==> config.mk <==
export PLATFORM = sky130hd
export DESIGN_NAME = stall_ctrl_flat
export DESIGN_NICKNAME = d
export VERILOG_FILES = /design/src/rtl/stall_ctrl_if.sv /design/src/rtl/stall_ctrl.sv /design/src/flat_wrapper.sv
export SDC_FILE = /design/constraint.sdc
export NUM_CORES = 1
export LEC_CHECK = 0
export ABC_AREA = 1
export CELL_PAD_IN_SITES_DETAIL_PLACEMENT = 1
export CELL_PAD_IN_SITES_GLOBAL_PLACEMENT = 2
export CORE_ASPECT_RATIO = 1.4
export CORE_MARGIN = 10
export CORE_UTILIZATION = 27
export CTS_CLUSTER_DIAMETER = 30
export DETAILED_ROUTE_END_ITERATION = 12
export HOLD_SLACK_MARGIN = 0.05
export PLACE_DENSITY = 0.88
export SLEW_MARGIN = 30
export SYNTH_ARGS = -nofsm -noshare
export SYNTH_HDL_FRONTEND = slang
export SYNTH_SLANG_ARGS = --single-unit
==> constraint.sdc <==
create_clock -name clk -period 1.7 [get_ports clk]
set_clock_uncertainty 0.15 [all_clocks]
set_input_delay 0.34 -clock clk [delete_from_list [all_inputs] [get_ports clk]]
set_output_delay 0.34 -clock clk [all_outputs]
set_load 0.01 [all_outputs]
==> src/rtl/stall_ctrl_if.sv <==
// stall_ctrl_if: hazard/branch requests in, pipeline enables and debug counters out.
interface stall_ctrl_if #(parameter int CNT_W = 16);
    logic             stop;
    logic             branch_taken;
    logic             pc_write;
    logic             if_id_write;
    logic             if_id_flush;
    logic             id_ex_bubble;
    logic             ex_mem_flush;
    logic             busy;
    logic [CNT_W-1:0] stall_count;
    logic [CNT_W-1:0] flush_count;
    modport master(
        output stop, branch_taken,
        input  pc_write, if_id_write, if_id_flush, id_ex_bubble, ex_mem_flush, busy, stall_count, flush_count
    );
    modport slave(
        input  stop, branch_taken,
        output pc_write, if_id_write, if_id_flush, id_ex_bubble, ex_mem_flush, busy, stall_count, flush_count
    );
endinterface

==> src/rtl/stall_ctrl.sv <==
// stall_ctrl: stretches a load-use stop into a STALL_CYCLES freeze; taken branches flush and win.
module stall_ctrl #(
    parameter int STALL_CYCLES = 1,
    parameter int CNT_W        = 16
) (
    input logic         clk,
    input logic         rst,
    stall_ctrl_if.slave bus
);
    typedef enum logic {RUN, STALL} state_t;
    state_t           state;
    logic [1:0]       rem;
    logic             busy;
    logic             load_use;
    logic [CNT_W-1:0] stall_cnt;
    logic [CNT_W-1:0] flush_cnt;
    // A branch squashes the stalled instruction, so it overrides any load-use freeze.
    assign load_use         = !rst && !bus.branch_taken && (state == STALL || bus.stop);
    assign bus.pc_write     = !rst && !load_use;
    assign bus.if_id_write  = !rst && !load_use;
    assign bus.if_id_flush  = rst || bus.branch_taken;
    assign bus.id_ex_bubble = rst || bus.branch_taken || load_use;
    assign bus.ex_mem_flush = !rst && bus.branch_taken;
    assign bus.busy         = busy;
    assign bus.stall_count  = stall_cnt;
    assign bus.flush_count  = flush_cnt;
    always_ff @(posedge clk) begin
        if (rst) begin
            state     <= RUN;
            rem       <= '0;
            busy      <= 1'b0;
            stall_cnt <= '0;
            flush_cnt <= '0;
        end else begin
            if (bus.branch_taken) begin
                state <= RUN;
                rem   <= '0;
                busy  <= 1'b0;
            end else if (state == STALL) begin
                if (rem == 2'd0) begin
                    state <= RUN;
                    busy  <= 1'b0;
                end else begin
                    rem <= rem - 2'd1;
                end
            end else if (bus.stop && STALL_CYCLES > 1) begin
                state <= STALL;
                rem   <= 2'(STALL_CYCLES - 2);
                busy  <= 1'b1;
            end
            if (load_use && stall_cnt != '1) stall_cnt <= stall_cnt + CNT_W'(1);
            if (bus.branch_taken && flush_cnt != '1) flush_cnt <= flush_cnt + CNT_W'(1);
        end
    end
endmodule

==> src/flat_wrapper.sv <==
// flat-port wrapper written by rule: the top's interface ports become plain ports
module stall_ctrl_flat 
#(
    parameter int STALL_CYCLES = 1,
    parameter int CNT_W        = 16
)
  (clk, rst, bus_stop, bus_branch_taken, bus_pc_write, bus_if_id_write, bus_if_id_flush, bus_id_ex_bubble, bus_ex_mem_flush, bus_busy, bus_stall_count, bus_flush_count);
  stall_ctrl_if #(.CNT_W(CNT_W)) bus_i ();
  input logic clk;
  input logic rst;
  input wire logic [$bits(bus_i.stop)-1:0] bus_stop;
  input wire logic [$bits(bus_i.branch_taken)-1:0] bus_branch_taken;
  output wire logic [$bits(bus_i.pc_write)-1:0] bus_pc_write;
  output wire logic [$bits(bus_i.if_id_write)-1:0] bus_if_id_write;
  output wire logic [$bits(bus_i.if_id_flush)-1:0] bus_if_id_flush;
  output wire logic [$bits(bus_i.id_ex_bubble)-1:0] bus_id_ex_bubble;
  output wire logic [$bits(bus_i.ex_mem_flush)-1:0] bus_ex_mem_flush;
  output wire logic [$bits(bus_i.busy)-1:0] bus_busy;
  output wire logic [$bits(bus_i.stall_count)-1:0] bus_stall_count;
  output wire logic [$bits(bus_i.flush_count)-1:0] bus_flush_count;
  assign bus_i.stop = bus_stop;
  assign bus_i.branch_taken = bus_branch_taken;
  assign bus_pc_write = bus_i.pc_write;
  assign bus_if_id_write = bus_i.if_id_write;
  assign bus_if_id_flush = bus_i.if_id_flush;
  assign bus_id_ex_bubble = bus_i.id_ex_bubble;
  assign bus_ex_mem_flush = bus_i.ex_mem_flush;
  assign bus_busy = bus_i.busy;
  assign bus_stall_count = bus_i.stall_count;
  assign bus_flush_count = bus_i.flush_count;
  stall_ctrl #(.STALL_CYCLES(STALL_CYCLES), .CNT_W(CNT_W)) u_core (.clk(clk), .rst(rst), .bus(bus_i));
endmodule
==> results of run 1 <==
[kinds of logic after synthesis]
logic type / synth area share, %
AO/OA/AOI/OAI: 7.177
XOR/XNOR: 0.4187
adder cells (fa/ha/maj): 1.794
buffers and inverters: 9.210
flip-flops: 33.49
other: 0.1793
AND/OR/NAND/NOR: 47.73
[layout make-up]
| class | instances | area, um2 | share of cell area [%] |
|---|---|---|---|
| sequential | 35 | 724.4 | 25.57 |
| inverter | 30 | 115.1 | 4.064 |
| multi-input combinational | 256 | 1241 | 43.82 |
| clock inverter | 1 | 5.005 | 0.1767 |
| timing repair buffer | 67 | 543.0 | 19.17 |
| clock buffer | 6 | 82.58 | 2.915 |
| tap | 97 | 121.4 | 4.284 |
[cell usage after synthesis, types with 4 or more instances]
library cell,number
sky130_fd_sc_hd__nor2_1,88
sky130_fd_sc_hd__nand2_1,69
sky130_fd_sc_hd__nand3_1,36
sky130_fd_sc_hd__dfxtp_1,35
sky130_fd_sc_hd__inv_1,28
sky130_fd_sc_hd__a21oi_1,24
sky130_fd_sc_hd__nand4_1,7
sky130_fd_sc_hd__o21ai_0,6
sky130_fd_sc_hd__nand2_2,5
sky130_fd_sc_hd__buf_6,4
sky130_fd_sc_hd__nor2_2,4
[placed cells by master, fill, tap and decap left out, drive strengths merged]
| cell type | synthesis | final |
|---|---|---|
| ha | 3 | 3 |
| nand3 | 37 | 37 |
| nand2 | 75 | 75 |
| nand3b | 3 | 3 |
| clkinv | 0 | 1 |
| nand4 | 8 | 8 |
| clkdlybuf4s15 | 0 | 1 |
| buf | 9 | 29 |
| nor3 | 1 | 1 |
| dfxtp | 35 | 35 |
| clkbuf | 0 | 8 |
| dlygate4sd2 | 0 | 35 |
| a21oi | 24 | 24 |
| conb | 1 | 1 |
| inv | 30 | 30 |
| nor2 | 95 | 95 |
| xnor2 | 1 | 1 |
| and2 | 2 | 2 |
| o21ai | 6 | 6 |
[registers in the layout (all words and copies together) (netlist names)]
signal / cells
u_core.bus.flush_count: 16
u_core.bus.stall_count: 16
u_core.rem: 2
u_core.state: 1
[power by group]
part	internal, mW	switching, mW
Combinational	0.0592	0.0781
Sequential	0.825	0.00562
Clock	0.318	0.308
[worst reg2reg max path: stages (launching register included)]
cell and delay, ns:
sky130_fd_sc_hd__dfxtp_1 0.35, sky130_fd_sc_hd__ha_2 0.23, sky130_fd_sc_hd__nand3_4 0.11, sky130_fd_sc_hd__nor2_4 0.18, sky130_fd_sc_hd__nand2_4 0.14, sky130_fd_sc_hd__nand2_1 0.14, sky130_fd_sc_hd__inv_1 0.07, sky130_fd_sc_hd__nor2_1 0.09
sky130_fd_sc_hd__nor2_1 0.05
[metrics by stage]
step / hold WS, ns / utilization (%) / cells / power, mW / worst slack [ns]
floorplan: 0.2591 / - / 330 / 0.9269 / 0.07809
global placement: 0.3188 / 36.55 / 483 / 0.9927 / -0.5761
detailed placement: 0.3337 / 36.55 / 483 / 0.9968 / -0.5831
CTS: 0.3453 / 37.60 / 490 / 1.634 / 0.01324
global route: 0.3767 / 38.01 / 492 / 1.687 / -0.003620
finish: 0.3460 / 38.01 / 492 / 1.594 / 0.06334
[metal layers]
layer,track usage (%),wire length [um],vias to the layer above
met5,0,0,-
met3,3.672,408,13
li1,-,-,1175
met1,11.80,2564,1108
met4,3.810,131,0
met2,22.46,3546,41
[how the worst max path moves through the flow]
stage | startpoint | to | slack (ns) | depth (start not counted)
after floorplan | u_core.bus.stall_count[0]$_SDFFE_PP0P_ | u_core.bus.stall_count[11]$_SDFFE_PP0P_ | 0.08 | 7
after global routing | rst | bus_if_id_flush | -0.004 | 5
final | rst | bus_if_id_flush | 0.06 | 5
after global placement | bus_stop | bus_pc_write | -0.58 | 5
after detailed placement | bus_stop | bus_pc_write | -0.58 | 5
after CTS | u_core.state$_SDFF_PP0_ | bus_pc_write | 0.01 | 4
[what timing repair did]
action / 4_1_cts / 5_1_grt
resized for setup: 65 / 16
setup endpoints to repair: 41 / 17
pin swaps: 1 / 1
hold buffers: 0 / 0
buffers inserted: 0 / 2
==> parameters.txt, run 1 <==
Parameter                              Value

Placement
  Buffers added on ports ... 40
  GPL Wtd Cong ... 0.7736
  Post-place instance area ... 0.002724 mm2
  Detailed placement HPWL ... 5.197 mm

GRT
  Initial antenna violation count ... 0
  Global-route wire length before repair ... 11.27 mm
  Pin count of the biggest net entering global routing ... 32
  Total GRT Usage ... 11.82%
  Remaining Overflow, GRT ... 0
  Number of global-route vias before repair ... 2,453

Synthesis
  Yosys warning count ... 0
  Proportion of register bits with asynchronous set or reset after synthesis ... 0%
  Cell types with the largest area share after synthesis ... sky130_fd_sc_hd__dfxtp_1 33%, sky130_fd_sc_hd__nor2_1 16%, sky130_fd_sc_hd__nand2_1 12%
  Gate count after technology mapping ... 330
  Total nets after synthesis ... 337
  Portion of synthesized cell area occupied by the leading cell type ... 33.49%
  Post-Synthesis Cell Area ... 0.002092 mm2
  Syn_area_per_cell ... 6.339 um2
  Flip-flop cell with the highest count after synthesis ... sky130_fd_sc_hd__dfxtp_1
  Cell type contributing the most total cell area after synthesis ... sky130_fd_sc_hd__dfxtp_1
  Sequential-to-total area share from yosys stat ... 33.49%
  Count of cell types in the netlist ... 27
  EDFF count, synth ... 0
  FF+latch count, synth ... 35

Worst setup path
  Cell depth of the worst flop-to-flop path ... 8
  Crit-path max FO ... 2
  Crit path top cell by count ... sky130_fd_sc_hd__dlygate4sd2_1
  Cell breakdown of the critical path ... dlygate4sd2_1 > inv_2 > nand2_2 > buf_4 > dlygate4sd2_1
  CP required ... 1.21 ns
  Startpoint kind of the worst setup timing path ... input port
  Type of the setup path with the least slack ... in2out
  Critical register-to-register path endpoint ... u_core.bus.flush_count[1]$_SDFFE_PP0P_
  R2r startpoint ... u_core.bus.flush_count[0]$_SDFFE_PP0P_
  Crit. End Element ... output pin
  Delay of the slowest cell on the worst path ... 0.27 ns
  Crit path buf inv count ... 4
  Arrival time at the worst endpoint ... 1.15 ns
  Slowest cell on crit path ... sky130_fd_sc_hd__dlygate4sd2_1
  Register-to-register path setup slack ... 0.09 ns
  Top cell family by delay on the critical path ... buffers and inverters

Worst hold path
  Min-delay src ... u_core.rem[0]$_SDFFE_PP0P_
  Number of cells on the worst hold path ... 2
  Hold EP ... u_core.rem[0]$_SDFFE_PP0P_
  Path type of the worst min-delay path ... reg2reg

Layout
  Layout cells sized above 1 ... 20.51%
  Layout net count ... 402
  Number of antenna cells inserted ... 0
  Area added between synthesis and finish ... 35.41%
  Layout fillers ... 962
  Final cell area excluding filler cells ... 0.002833 mm2

Clock network
  Clock buffer count from CTS ... 5
  Clock tree from TritonCTS ... built
  Clock-pin slew on the worst setup and hold paths ... 0.07 ns
  CTS Root Cell ... sky130_fd_sc_hd__clkbuf_8
  Count of H-tree levels built during CTS ... 2
  Number of clock sinks ... 35
  Clock latency of the later-clocked register in the worst-skew pair ... 0.29 ns
  Worst-case clock buffer depth ... 2

Timing
  Upper clock frequency limit ... 611.0 MHz
  Post-route clock period utilization ... 96.27%
  Final Slew Violations ... 0
  Sum of negative setup slack ... 0 ns
  Crit path time final ... 1.637 ns
  Final hold violation count ... 0
  Final setup vio count ... 0

Job
  Number of max-cap violations ... 0

Floorplanning
  Number of placement rows ... 37
  I/O pins ... 42
  Effective utilization at floorplan ... 28.07%
  Total die area ... 0.01172 mm2
  Die height ... 124.2 um
  Placeable core region ... 0.007453 mm2
  Floorplan die width ... 94.40 um

Power and ir drop
  Pleak ... 1.330 nW
  Peak supply drop ... 305.6 uV
  PD cells ... 562.7 mW/mm2

Routing
  WL/cell ... 13.52 um
  Number of remaining DRC errors ... 0
  Iteration-0 DRC Markers ... 60
  Count of vias placed by the detailed router ... 2,337
  Antenna-violating nets left ... 0
  Via density per instance ... 4.750
  Wire length after detailed routing ... 6.651 mm
  Length of the first detailed-routing pass in iterations ... 4

Status
  Run status ... finished clean
(Power assumes the default switching activity.)
==> run 2, diff against run 1 <==
--- a/config.mk
+++ b/config.mk
@@ -15,7 +15,7 @@
 export DETAILED_ROUTE_END_ITERATION = 12
 export HOLD_SLACK_MARGIN = 0.05
 export PLACE_DENSITY = 0.88
-export SLEW_MARGIN = 30
+export SLEW_MARGIN = 20
 export SYNTH_ARGS = -nofsm -noshare
 export SYNTH_HDL_FRONTEND = slang
 export SYNTH_SLANG_ARGS = --single-unit
==> results of run 2 <==
Same layout as run 1: the final DEF is identical, and so are final timing and power.
